--- src/rtl/sprite_attr_table.sv ---
// sprite_attr_table
// Stores position and enable attributes for NSPR sprites. Once per scanline
// it scans the table into a short list of the sprites on that line. Per pixel
// it reports which listed sprite covers the pixel, with the texel offsets.
//
// Ports:
//   clk, rst           : rising-edge clock, asynchronous active-low reset
//   load_pos, load_att : write x/y and/or visable into entry sprite_sel
//   sprite_sel, x, y   : entry index and sprite top-left corner
//   visable            : sprite enable
//   line_start, line_y : start a scan for scanline line_y
//   pix_valid, px      : current pixel column, qualified by pix_valid
//   hit, spr_idx       : registered lookup result (covering sprite)
//   row, col           : texel row/column offset inside that sprite
//   scan_busy          : a scan is in progress
//   overflow           : last committed scan found more than NSLOT sprites
module sprite_attr_table #(
  parameter int NSPR  = 32,
  parameter int NSLOT = 4,
  parameter int SSIZE = 16
) (
  input  logic       clk,
  input  logic       rst,
  input  logic       load_pos,
  input  logic       load_att,
  input  logic [4:0] sprite_sel,
  input  logic [9:0] x,
  input  logic [8:0] y,
  input  logic       visable,
  input  logic       line_start,
  input  logic [8:0] line_y,
  input  logic       pix_valid,
  input  logic [9:0] px,
  output logic       hit,
  output logic [4:0] spr_idx,
  output logic [3:0] row,
  output logic [3:0] col,
  output logic       scan_busy,
  output logic       overflow
);

  localparam int IW = $clog2(NSPR);
  localparam int SW = $clog2(NSLOT);
  localparam int CW = $clog2(NSLOT + 1);
  localparam logic [IW-1:0] LAST_ENTRY = IW'(NSPR - 1);
  localparam logic [CW-1:0] SLOT_FULL  = CW'(NSLOT);
  localparam logic [9:0]    VSIZE      = 10'(SSIZE);
  localparam logic [10:0]   HSIZE      = 11'(SSIZE);

  typedef enum logic [1:0] {IDLE, SCAN, COMMIT} scan_state_t;

  scan_state_t state, state_next;

  logic          ent_vis [NSPR];
  logic [9:0]    ent_x   [NSPR];
  logic [8:0]    ent_y   [NSPR];

  logic [8:0]    scan_line;
  logic [IW-1:0] scan_idx;
  logic          scan_clear, scan_step, scan_commit;

  logic [IW-1:0] sh_idx [NSLOT];
  logic [3:0]    sh_row [NSLOT];
  logic [9:0]    sh_x   [NSLOT];
  logic [CW-1:0] sh_cnt;
  logic          sh_ovf;

  logic [IW-1:0] act_idx [NSLOT];
  logic [3:0]    act_row [NSLOT];
  logic [9:0]    act_x   [NSLOT];
  logic [CW-1:0] act_cnt;

  logic [9:0]    dy;
  logic          ent_match;

  logic          lk_hit;
  logic [IW-1:0] lk_idx;
  logic [3:0]    lk_row, lk_col;

  // Attribute table. Writes land on the clock edge, so a scan reading the
  // same entry in the write cycle still sees the old contents.
  always_ff @(posedge clk or negedge rst) begin
    if (!rst) begin
      for (int e = 0; e < NSPR; e++) begin
        ent_vis[e] <= 1'b0;
        ent_x[e]   <= '0;
        ent_y[e]   <= '0;
      end
    end else begin
      if (load_pos) begin
        ent_x[sprite_sel] <= x;
        ent_y[sprite_sel] <= y;
      end
      if (load_att) begin
        ent_vis[sprite_sel] <= visable;
      end
    end
  end

  // Scan FSM state register.
  always_ff @(posedge clk or negedge rst) begin
    if (!rst) begin
      state <= IDLE;
    end else begin
      state <= state_next;
    end
  end

  // Next state: line_start restarts from any state; otherwise walk all
  // entries and spend one cycle committing.
  always_comb begin
    state_next = state;
    case (state)
      IDLE:    if (line_start) state_next = SCAN;
      SCAN:    if (line_start) state_next = SCAN;
               else if (scan_idx == LAST_ENTRY) state_next = COMMIT;
      COMMIT:  state_next = line_start ? SCAN : IDLE;
      default: state_next = IDLE;
    endcase
  end

  // FSM outputs. A restart pre-empts both the current read and the commit.
  always_comb begin
    scan_busy   = (state != IDLE);
    scan_clear  = line_start;
    scan_step   = (state == SCAN) && !line_start;
    scan_commit = (state == COMMIT) && !line_start;
  end

  // Vertical test for the entry under the scan pointer. Done at 10 bits so
  // lines above the sprite give a large difference instead of wrapping.
  always_comb begin
    dy        = {1'b0, scan_line} - {1'b0, ent_y[scan_idx]};
    ent_match = ent_vis[scan_idx] && (scan_line >= ent_y[scan_idx]) && (dy < VSIZE);
  end

  // Shadow list build and commit into the active list. The active list is
  // only replaced at commit, so lookups keep using the previous line.
  always_ff @(posedge clk or negedge rst) begin
    if (!rst) begin
      scan_line <= '0;
      scan_idx  <= '0;
      sh_cnt    <= '0;
      sh_ovf    <= 1'b0;
      act_cnt   <= '0;
      overflow  <= 1'b0;
      for (int s = 0; s < NSLOT; s++) begin
        sh_idx[s]  <= '0;
        sh_row[s]  <= '0;
        sh_x[s]    <= '0;
        act_idx[s] <= '0;
        act_row[s] <= '0;
        act_x[s]   <= '0;
      end
    end else if (scan_clear) begin
      scan_line <= line_y;
      scan_idx  <= '0;
      sh_cnt    <= '0;
      sh_ovf    <= 1'b0;
    end else if (scan_step) begin
      scan_idx <= scan_idx + 1'b1;
      if (ent_match) begin
        if (sh_cnt < SLOT_FULL) begin
          sh_idx[sh_cnt[SW-1:0]] <= scan_idx;
          sh_row[sh_cnt[SW-1:0]] <= dy[3:0];
          sh_x[sh_cnt[SW-1:0]]   <= ent_x[scan_idx];
          sh_cnt                 <= sh_cnt + 1'b1;
        end else begin
          sh_ovf <= 1'b1;
        end
      end
    end else if (scan_commit) begin
      act_cnt  <= sh_cnt;
      overflow <= sh_ovf;
      for (int s = 0; s < NSLOT; s++) begin
        act_idx[s] <= sh_idx[s];
        act_row[s] <= sh_row[s];
        act_x[s]   <= sh_x[s];
      end
    end
  end

  // Pixel lookup over the active list. Walking slots from high to low lets
  // the lowest matching slot (lowest sprite index) win.
  always_comb begin
    logic [10:0] dx_s;
    dx_s   = '0;
    lk_hit = 1'b0;
    lk_idx = '0;
    lk_row = '0;
    lk_col = '0;
    for (int s = NSLOT - 1; s >= 0; s--) begin
      dx_s = {1'b0, px} - {1'b0, act_x[s]};
      if (pix_valid && (CW'(s) < act_cnt) && (px >= act_x[s]) && (dx_s < HSIZE)) begin
        lk_hit = 1'b1;
        lk_idx = act_idx[s];
        lk_row = act_row[s];
        lk_col = dx_s[3:0];
      end
    end
  end

  // Registered lookup result, one cycle after px is sampled.
  always_ff @(posedge clk or negedge rst) begin
    if (!rst) begin
      hit     <= 1'b0;
      spr_idx <= '0;
      row     <= '0;
      col     <= '0;
    end else begin
      hit     <= lk_hit;
      spr_idx <= lk_idx;
      row     <= lk_row;
      col     <= lk_col;
    end
  end

endmodule

--- config.mk ---
export PLATFORM = sky130hd
export DESIGN_NAME = sprite_attr_table
export DESIGN_NICKNAME = d
export VERILOG_FILES = /design/src/rtl/sprite_attr_table.sv
export SDC_FILE = /design/constraint.sdc
export NUM_CORES = 1
export LEC_CHECK = 0
export ABC_AREA = 1
export CAP_MARGIN = 30
export CORE_MARGIN = 10
export CORE_UTILIZATION = 40
export CTS_BUF_LIST = sky130_fd_sc_hd__clkbuf_8 sky130_fd_sc_hd__clkbuf_16
export DETAILED_ROUTE_END_ITERATION = 10
export GPL_TIMING_DRIVEN = 1
export PLACE_DENSITY = 0.67
export SYNTH_ARGS = -nofsm -noshare
export SYNTH_HDL_FRONTEND = slang
export SYNTH_SLANG_ARGS = --single-unit
--- constraint.sdc ---
create_clock -name clk -period 4.2 [get_ports clk]
set_input_delay 0.84 -clock clk [delete_from_list [all_inputs] [get_ports clk]]
set_output_delay 0.84 -clock clk [all_outputs]
set_load 0.05 [all_outputs]
==> impl_metrics.csv <==
group,metric,value,unit
placement,post-place-cells,5821,
final_layout,final_cells,5979,
power,leakagePower,21.21,nW
clock_tree,cts_tree,"done",
sta,skew,0.02842,ns
worst_setup_path,cp.arrival,4.48,ns
detailed_routing,wl_per_cell,19.13,um
detailed_routing,wl_met3,7736,um
sta,slew_headroom,0.3058,
detailed_routing,firstDrtPassIters,6,
worst_setup_path,cp.required,4.72,ns
worst_setup_path,reg2reg_from,"scan_idx[0]",
outcome,status,"finished clean",
sta,period_share,0.9440,
placement,io_buffers,65,
grt,grt_max_degree,114,
clock_tree,cts_made_buffers,87,
grt,grt_pass1_vias,31150,
detailed_routing,routed_wl,114400,um
die,coreArea,0.09657,mm^2
clock_tree,clockBufferDepth,3,
yosys,synthTopCellsByArea,"dfrtp_1, o21ai_0, nand2_1, nor2_1, clkbuf_1",
detailed_routing,wl_met2,53470,um
yosys,ys.flop_type,"dfrtp_1",
yosys,yosysUniqueCellTypes,42,
yosys,synthCells,4705,
detailed_routing,drc_errors,0,
sta,tightest_slew,1.040,ns
yosys,yosysMostFrequentCell,"nand2_1",
clock_tree,postCtsHoldBufs,0,
sta,fin_crit,3.965,ns
yosys,syn_area,0.03884,mm^2
die,rows,114,
final_layout,n_fill_cell,9240,
worst_setup_path,r2r_cells,26,
detailed_routing,drtIter0Drc,3465,
die,io_pins,66,
yosys,synth_largest_area_cell,"dfrtp_1",
run,max_cap_violations,0,
power,pwr_density_cell,469.4,mW/mm^2
sta,finalSetupViolCount,0,
detailed_routing,vias,32970,
die,die_y,331.6,um
worst_setup_path,endpoint_kind,"flop",
grt,grtUsageTotal,0.2015,
worst_setup_path,path_class,"reg2reg",
grt,antenna_found_initial,1,
yosys,yosysSeqAreaShare,0.5347,
worst_setup_path,r2r_slack,0.24,ns
clock_tree,clk_pin_slew,0.06,ns
die,die_x,331.6,um
clock_tree,clk_latency,0.66,ns
detailed_routing,ant_nets,0,
yosys,ys_warn_count,0,
clock_tree,h-tree-depth,3,
yosys,synth_edf_count,0,
sta,drv_slew,0,
grt,grt_pass1_wl,180700,um
final_layout,drive_gt1_frac,0.07612,
sta,clock.fmax,0.2522,GHz
yosys,syn_nets,4815,
yosys,ys_async_sr_fraction,1.000,
worst_setup_path,r2r_end,"sh_row[15]",
detailed_routing,viasPerCell,5.515,
detailed_routing,met1Wirelength,49590,um
detailed_routing,highest_layer,"met4",
clock_tree,clock-sinks,830,
yosys,synth_top_area_frac,0.5347,
clock_tree,cts_root_buf,"clkbuf_16",
yosys,synth.avg_cell_area,8.255,um^2
grt,grt_overflow,0,
die,dieArea,0.1100,mm^2
final_layout,n_antenna_cell,0,
final_layout,synthToLayoutAreaGrowth,14.04,%
placement,gp_congestion,0.8649,
yosys,synth_common_cells,"nand2_1, o21ai_0, dfrtp_1, nor2_1, clkbuf_1",
power,p_total,0.02079,W
power,ir_worst_vdd,0.3093,mV
worst_setup_path,worst-path-max-fanout,19,
final_layout,nNetsFinal,4752,
sta,hold_viol,0,
worst_setup_path,cp-start-kind,"flop",
hold_path,hold_class,"in2async",
die,initial_core_util,0.4022,
placement,dpl.hpwl,70180,um
yosys,yosys_register_bits,830,
==> repair_timing <==
item                       CTS  global route
resized for setup            0            22
setup endpoints to repair    0            79
setup buffers                0             5
==> cell type report <==
class / instances / area (um^2) / area share
Inverter: 178 / 703.2 / 0.01587
Sequential cell: 830 / 20780 / 0.4692
Clock inverter: 43 / 375.4 / 0.008474
Tap cell: 1276 / 1597 / 0.03604
Timing Repair Buffer: 228 / 2411 / 0.05443
Clock buffer: 107 / 2464 / 0.05562
Multi-Input combinational cell: 3317 / 15960 / 0.3604
==> how the worst max path moves through the flow <==
| stage | to | cells past startpoint | startpoint |
|---|---|---|---|
| 5_1_grt | sh_row[15] | 26 | scan_idx[0] |
| 6_report | sh_row[15] | 26 | scan_idx[0] |
| 3_5_place_dp | sh_row[15] | 24 | scan_idx[1] |
| 3_3_place_gp | sh_x[12] | 25 | scan_idx[0] |
| 2_1_floorplan | sh_idx[17] | 27 | scan_idx[0] |
| 4_1_cts | sh_row[15] | 24 | scan_idx[1] |
==> layer usage <==
layer	vias up	global-route usage
li1	15600	-
met1	16010	0.2701
met2	1143	0.3299
met3	224	0.03042
met4	0	0.06901
met5	-	0
==> logic make-up after synthesis <==
| logic type | Yosys count | share of synthesized area |
|---|---|---|
| compound gates | 1325 | 0.1827 |
| xor+xnor | 22 | 0.004961 |
| mux | 39 | 0.01131 |
| buf+inv | 558 | 0.05518 |
| fa+ha+maj | 60 | 0.02029 |
| flops | 830 | 0.5347 |
| simple gates | 1871 | 0.1908 |
==> layout by cell type (no fill, tap or decap), types with 3 or more instances in the layout <==
| cell | instances |
|---|---|
| nand2_1 | 1130 |
| o21ai_0 | 1007 |
| dfrtp_1 | 826 |
| nor2_1 | 484 |
| nand3_1 | 194 |
| inv_1 | 191 |
| buf_4 | 120 |
| o22ai_1 | 118 |
| a21oi_1 | 91 |
| clkbuf_16 | 91 |
| clkdlybuf4s50_1 | 64 |
| o221ai_1 | 56 |
| ha_1 | 55 |
| mux2_2 | 39 |
| nand4_1 | 31 |
| buf_12 | 27 |
| a31oi_1 | 22 |
| clkbuf_8 | 19 |
| xor2_1 | 16 |
| clkinv_2 | 14 |
| nor3_1 | 11 |
| o21ai_1 | 7 |
| a32o_1 | 6 |
| xnor2_1 | 6 |
| bufinv_16 | 6 |
| o21bai_1 | 5 |
| fa_1 | 5 |
| buf_16 | 5 |
| buf_6 | 5 |
| nand3b_1 | 4 |
| inv_6 | 4 |
| buf_8 | 4 |
| nor4_1 | 3 |
| or2_2 | 3 |
| nand2_2 | 3 |
| dfrtp_4 | 3 |
==> registers in the layout, summed over array words and instances (netlist names), 9 cells and up <==
name       flops
ent_y        288
act_idx       20
sh_row        16
sh_idx        20
ent_vis       32
ent_x        320
act_row       16
scan_line      9
sh_x          40
act_x         40
==> worst max-delay path, cell delays in order, from the launching register on <==
cell     delay, ns
dfrtp_4       0.57
buf_6         0.17
buf_4         0.12
nor2_1        0.04
o22ai_1       0.12
nor2_1        0.05
nor2_1        0.09
o21ai_0       0.10
a32oi_2       0.31
ha_1          0.19
inv_1         0.06
fa_1          0.40
inv_1         0.08
nor2_2        0.05
nor2_2        0.10
o21ai_0       0.10
xor2_1        0.16
nor2_1        0.14
nand3_2       0.13
inv_1         0.08
nand3_1       0.10
nor2_4        0.14
buf_12        0.14
nand2_2       0.06
buf_12        0.19
nand2_1       0.06
nand2_1       0.05
==> through the flow <==
step	hold WS (ns)	TNS (ns)	setup WS, ns	util	cell area [um^2]
after floorplan	0.4380	0	0.09897	-	38840
after global placement	0.4540	0	0.1746	0.4259	41130
after detailed placement	0.4547	0	0.09052	0.4270	41240
after CTS	0.2047	0	0.06707	0.4564	44070
after global routing	0.2353	-0.05194	-0.01314	0.4587	44300
final	0.2129	0	0.2351	0.4587	44300
==> power by group <==
| part | switching, W | internal, W |
|---|---|---|
| logic | 0.00200 | 0.00121 |
| registers | 0.000653 | 0.00922 |
| clock network | 0.00321 | 0.00450 |
| total | 0.00586 | 0.0149 |
No activity file was read; power rests on OpenSTA's default activity.
